File: config.mk
export PLATFORM = sky130hd
export DESIGN_NAME = wb_load_unit
export DESIGN_NICKNAME = d
export VERILOG_FILES = /design/src/rtl/wb_load_unit.sv
export SDC_FILE = /design/constraint.sdc
export NUM_CORES = 1
export LEC_CHECK = 0
export CORE_ASPECT_RATIO = 0.6
export CORE_MARGIN = 8
export CORE_UTILIZATION = 35
export DETAILED_ROUTE_END_ITERATION = 8
export PLACE_DENSITY = 0.7
export SLEW_MARGIN = 0
export SYNTH_ARGS = -nofsm -noshare
export SYNTH_HDL_FRONTEND = slang
export SYNTH_SLANG_ARGS = --single-unit
File: constraint.sdc
create_clock -name clk -period 3.5 [get_ports clk]
set_clock_uncertainty 0.1 [all_clocks]
set_input_delay 0.525 -clock clk [delete_from_list [all_inputs] [get_ports clk]]
set_output_delay 0.525 -clock clk [all_outputs]
set_load 0.02 [all_outputs]
File: src/rtl/wb_load_unit.sv
// ============================================================================
// wb_load_unit : writeback stage merging ALU results with aligned load data
// Revision     : 1.0 - initial release
// ============================================================================
`default_nettype none

module wb_load_unit (
  input  logic        clk,
  input  logic        rst,
  input  logic        ex_valid_i,
  output logic        ex_ready_o,
  input  logic [4:0]  ex_rd_i,
  input  logic        ex_wen_i,
  input  logic [31:0] ex_wdata_i,
  input  logic        ex_is_load_i,
  input  logic [2:0]  ex_funct3_i,
  input  logic [1:0]  ex_addr_i,
  input  logic        mem_rvalid_i,
  input  logic [31:0] mem_rdata_i,
  output logic [4:0]  reg_waddr_o,
  output logic [31:0] reg_wdata_o,
  output logic        reg_wen_o,
  output logic        pend_valid_o,
  output logic [4:0]  pend_rd_o,
  output logic        err_o
);

  typedef enum logic [0:0] {
    IDLE     = 1'b0,
    WAIT_MEM = 1'b1
  } state_t;

  localparam logic [2:0] c_F3_LB  = 3'd0;
  localparam logic [2:0] c_F3_LH  = 3'd1;
  localparam logic [2:0] c_F3_LW  = 3'd2;
  localparam logic [2:0] c_F3_LBU = 3'd4;
  localparam logic [2:0] c_F3_LHU = 3'd5;

  state_t      r_state;
  state_t      w_state_nxt;
  logic [4:0]  r_rd;
  logic        r_wen;
  logic [2:0]  r_funct3;
  logic [1:0]  r_addr;
  logic        r_reg_wen;
  logic [4:0]  r_reg_waddr;
  logic [31:0] r_reg_wdata;
  logic        r_err;

  logic        w_transfer;
  logic        w_load_legal;
  logic        w_latch;
  logic        w_wen_nxt;
  logic [4:0]  w_waddr_nxt;
  logic [31:0] w_wdata_nxt;
  logic        w_err_nxt;
  logic [7:0]  w_byte;
  logic [15:0] w_half;
  logic [31:0] w_load_data;

  assign ex_ready_o   = (r_state == IDLE);
  assign w_transfer   = ex_valid_i && ex_ready_o;
  assign pend_valid_o = (r_state == WAIT_MEM);
  assign pend_rd_o    = pend_valid_o ? r_rd : 5'd0;
  assign reg_wen_o    = r_reg_wen;
  assign reg_waddr_o  = r_reg_waddr;
  assign reg_wdata_o  = r_reg_wdata;
  assign err_o        = r_err;

  always_comb begin
    w_load_legal = 1'b0;
    case (ex_funct3_i)
      c_F3_LB, c_F3_LBU: w_load_legal = 1'b1;
      c_F3_LH, c_F3_LHU: w_load_legal = ~ex_addr_i[0];
      c_F3_LW:           w_load_legal = (ex_addr_i == 2'd0);
      default:           w_load_legal = 1'b0;
    endcase
  end

  // Byte/half lane selection uses the address latched at load acceptance
  always_comb begin
    w_byte = mem_rdata_i[7:0];
    case (r_addr)
      2'd0: w_byte = mem_rdata_i[7:0];
      2'd1: w_byte = mem_rdata_i[15:8];
      2'd2: w_byte = mem_rdata_i[23:16];
      2'd3: w_byte = mem_rdata_i[31:24];
      default: w_byte = mem_rdata_i[7:0];
    endcase
    w_half = r_addr[1] ? mem_rdata_i[31:16] : mem_rdata_i[15:0];
    case (r_funct3)
      c_F3_LB:  w_load_data = {{24{w_byte[7]}}, w_byte};
      c_F3_LH:  w_load_data = {{16{w_half[15]}}, w_half};
      c_F3_LBU: w_load_data = {24'd0, w_byte};
      c_F3_LHU: w_load_data = {16'd0, w_half};
      default:  w_load_data = mem_rdata_i;
    endcase
  end

  always_comb begin
    w_state_nxt = r_state;
    w_latch     = 1'b0;
    w_wen_nxt   = 1'b0;
    w_waddr_nxt = 5'd0;
    w_wdata_nxt = 32'd0;
    w_err_nxt   = 1'b0;
    case (r_state)
      IDLE: begin
        // A response with nothing outstanding is dropped and flagged
        if (mem_rvalid_i) begin
          w_err_nxt = 1'b1;
        end
        if (w_transfer) begin
          if (ex_is_load_i) begin
            if (w_load_legal) begin
              w_latch     = 1'b1;
              w_state_nxt = WAIT_MEM;
            end else begin
              w_err_nxt = 1'b1;
            end
          end else if (ex_wen_i && (ex_rd_i != 5'd0)) begin
            w_wen_nxt   = 1'b1;
            w_waddr_nxt = ex_rd_i;
            w_wdata_nxt = ex_wdata_i;
          end
        end
      end
      WAIT_MEM: begin
        if (mem_rvalid_i) begin
          w_state_nxt = IDLE;
          if (r_wen && (r_rd != 5'd0)) begin
            w_wen_nxt   = 1'b1;
            w_waddr_nxt = r_rd;
            w_wdata_nxt = w_load_data;
          end
        end
      end
      default: w_state_nxt = IDLE;
    endcase
  end

  always_ff @(posedge clk) begin
    if (!rst) begin
      r_state     <= IDLE;
      r_rd        <= 5'd0;
      r_wen       <= 1'b0;
      r_funct3    <= 3'd0;
      r_addr      <= 2'd0;
      r_reg_wen   <= 1'b0;
      r_reg_waddr <= 5'd0;
      r_reg_wdata <= 32'd0;
      r_err       <= 1'b0;
    end else begin
      r_state     <= w_state_nxt;
      r_reg_wen   <= w_wen_nxt;
      r_reg_waddr <= w_waddr_nxt;
      r_reg_wdata <= w_wdata_nxt;
      r_err       <= w_err_nxt;
      if (w_latch) begin
        r_rd     <= ex_rd_i;
        r_wen    <= ex_wen_i;
        r_funct3 <= ex_funct3_i;
        r_addr   <= ex_addr_i;
      end
    end
  end

endmodule

`default_nettype wire

**Yosys cells after proc, flatten, opt, wreduce, memory -nomap -nowiden**

Cells that the tools add are included.

- Bits in registers: 51
- Bits of input ports: 80
- Output and inout port bits: 46
- Logic and storage cells: 67

- Eq/ne operators: 10
- Multiplexer cells: 33
- Bitwise logic cells: 3
- Reductions and logical operators: 12

Operator list:

| operator | count |
|---|---|
| $mux 32 | 5 |
| $pmux 32 s4 | 1 |
| $pmux 32 s2 | 1 |
| $pmux 8 s4 | 1 |
| $mux 5 | 6 |
| $mux 16 | 1 |
| $mux 1 | 14 |
| $eq 3x3->1 const B | 4 |
| $pmux 5 s2 | 1 |
| $reduce_bool 5->1 | 2 |
| $eq 3x1->1 const B | 2 |
| $logic_not 3->1 | 2 |
| $reduce_or 2->1 | 3 |
| $eq 2x2->1 const B | 2 |
| $logic_not 2->1 | 2 |
| $pmux 1 s2 | 2 |
| $eq 3x2->1 const B | 1 |
| $logic_and 1x1->1 | 3 |
| $not 1->1 | 3 |
| $pmux 1 s3 | 1 |
| $eq 2x1->1 const B | 1 |

**Logic depth before layout (Yosys ltp)**

- Depth in word-level cells: 7
- Depth in mapped cells: 7
- Gate-level depth less buffers: 4

**Least setup slack after synthesis**

No wires, ideal clock.

- Path type: in2reg
- From: input ex_rd_i[0]
- To: register r_reg_wdata[28] (netlist: reg_wdata_o[28])
- Library setup time: 123 ps
- Arrival: 1841 ps
- Required time: 3277 ps
- Slack: 1437 ps
- Cell stages on the path: 4
- Buffers on the path: 1
- Path through: or4_1 -> o211a_1 -> buf_2 -> a221o_2

- Cells in the longest elaborated chain, start to end: 6

RTL lines:

| item | RTL line | source |
|---|---|---|
| from (decl) | 12 | `input logic [4:0] ex_rd_i,` |
| $reduce_bool 5->1 | 121 | `end else if (ex_wen_i && (ex_rd_i != 5'd0)) begin` |
| $logic_and 1x1->1 | 121 |  |
| $mux 32 | 121 |  |
| $mux 32 | 114 | `if (ex_is_load_i) begin` |
| $mux 32 | 113 | `if (w_transfer) begin` |
| $pmux 32 s2 | 107 | `case (r_state)` |
| to (signal assigned) | 157 | `r_reg_wdata <= w_wdata_nxt;` |
| to (decl) | 47 | `logic [31:0] r_reg_wdata;` |

Every way passes these cells.
A chain may end at the register's enable or synchronous reset.

**Final worst setup path**

- From: input ex_rd_i[0]
- To: register r_reg_wdata[27] (netlist: reg_wdata_o[27])

The elaborated chain is that of the path after synthesis.

==> impl_metrics.json <==
{
  "r2r-end": "reg_wdata_o[11]$_SDFF_PN0_",
  "synth_top_flop_cell": "dfxtp_1",
  "worst_pin_slew_ns": 1.12,
  "reg2reg_from": "r_addr[1]$_SDFFE_PN0P_",
  "overflow": 0,
  "r2r_slack_ns": 1.12,
  "min_path_type": "reg -> reg",
  "dieWidth_um": 123,
  "routed_wl_um": 8660,
  "grt_antenna_before_repair": 0,
  "slew_viol_final": 0,
  "path_clk_slew_ns": 0.06,
  "cts_tree": "yes",
  "drc": 0,
  "die_y_um": 80.0,
  "final_common_cell": "clkdlybuf4s50_1",
  "r2r_cells": 4,
  "clockBufferDepth": 2,
  "crit_type": "in -> reg",
  "fmax_ghz": 0.390,
  "finalSetupTns_ns": 0,
  "critical_path_arrival_ns": 2.63,
  "postSynthCellCount": 255,
  "start_util_pct": 35.9,
  "cts_num_sinks": 51,
  "timing.critical_path.from": "ex_rd_i[0]",
  "synth_area_leaders": "dfxtp_1 43%, nor2b_1 6.5%, mux2i_1 5.4%, o21ai_0 5.4%, a221o_2 4.7%",
  "syn2layout_area_growth_pct": 61.1,
  "syn_area_per_cell_um2": 9.37,
  "grt_max_degree": 27,
  "ant_nets": 0,
  "post-dp-hpwl_um": 6890,
  "coreArea_mm2": 0.00665,
  "hold_slack_ns": 0.416,
  "outcome": "finished, final reports clean",
  "finalCritPeriodShare_pct": 73.2,
  "synth_top_cell_area_share_pct": 42.7,
  "n_antenna_cell": 0,
  "dr_total_vias": 2428,
  "grt_setup_unrepaired": "no",
  "post_cts_buffers": 0,
  "setup_viol": 0,
  "yosysWarnings": 0,
  "slew_headroom_pct": 24.7,
  "critPathMaxFanout": 26,
  "wl_per_cell_um": 18.7,
  "yosysSeqAreaShare_pct": 42.7,
  "clk_latency_ns": 0.28,
  "hp-start": "r_wen$_SDFFE_PN0P_",
  "synth_top_area_cell": "dfxtp_1",
  "cts_buffers": 5,
  "track_usage_pct": 17.4,
  "vdd_drop_max_uv": 222,
  "synth_enable_flop_cells": 0,
  "drt_iter0_drc": 164,
  "cp.required_ns": 3.57,
  "yosysUniqueCellTypes": 41,
  "power.total_uw": 1270,
  "nets": 455,
  "grt_pass1_vias": 2419,
  "layout_common_cells": "125 x clkdlybuf4s50_1, 51 x dfxtp_1, 26 x o21ai_0",
  "syn_area_mm2": 0.00239,
  "yosys_register_bits": 51,
  "cts_root_buffer": "clkbuf_16",
  "rows": 23,
  "synth_fp_nets": 335,
  "leakage_uw": 0.00144,
  "htreeDepth": 2,
  "layout-drive-gt1-share_pct": 9.31,
  "firstDrtPassIters": 4,
  "grt_pass1_wl_um": 13400,
  "start_kind": "primary input",
  "gp_congestion": 0.790,
  "ctsHoldBuffers": 0,
  "critical_path.endpoint": "reg_wdata_o[27]$_SDFF_PN0_",
  "dieArea_mm2": 0.00981,
  "maxCapViolCount": 0,
  "finalCriticalPeriod_ns": 2.56,
  "cts_resized": 0,
  "finalHoldViolations": 0,
  "avgViaCountPerCell": 5.24,
  "io_buffers": 125,
  "async_flop_share_pct": 0,
  "critPathCaptureType": "flop",
  "power_density_mw_per_mm2": 330,
  "ios": 126
}
## synthesized netlist by cell type (2+ instances only)
cell type	n
buf_2	6
or3b_2	7
o21ai_0	26
a221o_1	6
nor4_1	2
mux2i_1	13
o21ai_1	2
inv_1	3
nor2_1	9
o21a_1	8
a221o_2	10
and2_1	7
nor3b_1	2
a31oi_1	8
clkbuf_1	10
dfxtp_1	51
nor2b_1	25
nand2_1	23
o211a_1	3
nand2b_1	2
a22oi_1	12
## worst min-delay path by stage
stage | end | slack, ns | depth (start not counted)
2_1_floorplan | r_wen$_SDFFE_PN0P_ | 0.38 | 2
6_report | r_wen$_SDFFE_PN0P_ | 0.42 | 2
4_1_cts | r_wen$_SDFFE_PN0P_ | 0.42 | 2
3_3_place_gp | r_wen$_SDFFE_PN0P_ | 0.39 | 2
3_5_place_dp | r_wen$_SDFFE_PN0P_ | 0.40 | 2
5_1_grt | r_wen$_SDFFE_PN0P_ | 0.45 | 2
## routing by layer
metal	up-vias	global-route usage [%]	wire, um
met4	0	3.87	63
met1	1143	25.1	4200
met5	-	0	0
met3	4	5.37	855
li1	1179	-	-
met2	102	24.6	3540
## per-stage QoR
stage	instances	area, um^2	setup WS, ns	util [%]
2_1_floorplan	255	2390	1.44	-
3_3_place_gp	455	3710	0.694	55.8
3_5_place_dp	455	3710	0.643	55.8
4_1_cts	463	3850	0.947	57.9
5_1_grt	463	3850	0.563	57.9
6_report	463	3850	0.937	57.9
## worst max-delay path, cell delays in order
cell	delay, ns
clkdlybuf4s50_1	0.44
or4_1	0.56
o211a_1	0.57
a221o_2	0.53
## layout make-up
type	instances	area [um^2]
clock buffer	7	133
inverter	3	11.3
sequential	51	1020
clock inverter	1	5.00
multi-input combinational	183	1270
fill	596	2800
timing repair buffer	131	1300
tap	87	109
## state kept, by name, indices dropped and copies added (netlist names)
signal        cells
reg_wdata_o      32
r_rd              5
reg_waddr_o       5
r_funct3          3
r_addr            2
err_o             1
pend_valid_o      1
r_wen             1
reg_wen_o         1
## kinds of logic after synthesis
logic type             share of synthesized area [%]
buffers and inverters                           3.93
and+or+nand+nor                                 20.3
muxes                                           5.92
DFF                                             42.7
AOI/OAI and AO/OA                               27.1
## where the power goes
part           switching (uW)  total, uW  internal, uW  leakage (uW)
sequential               12.2        605           593      0.000413
combinational            77.7        204           127      0.000958
clock                     198        462           264     0.0000679
total                     288       1270           984       0.00144
No activity file was read; power rests on OpenSTA's default activity.
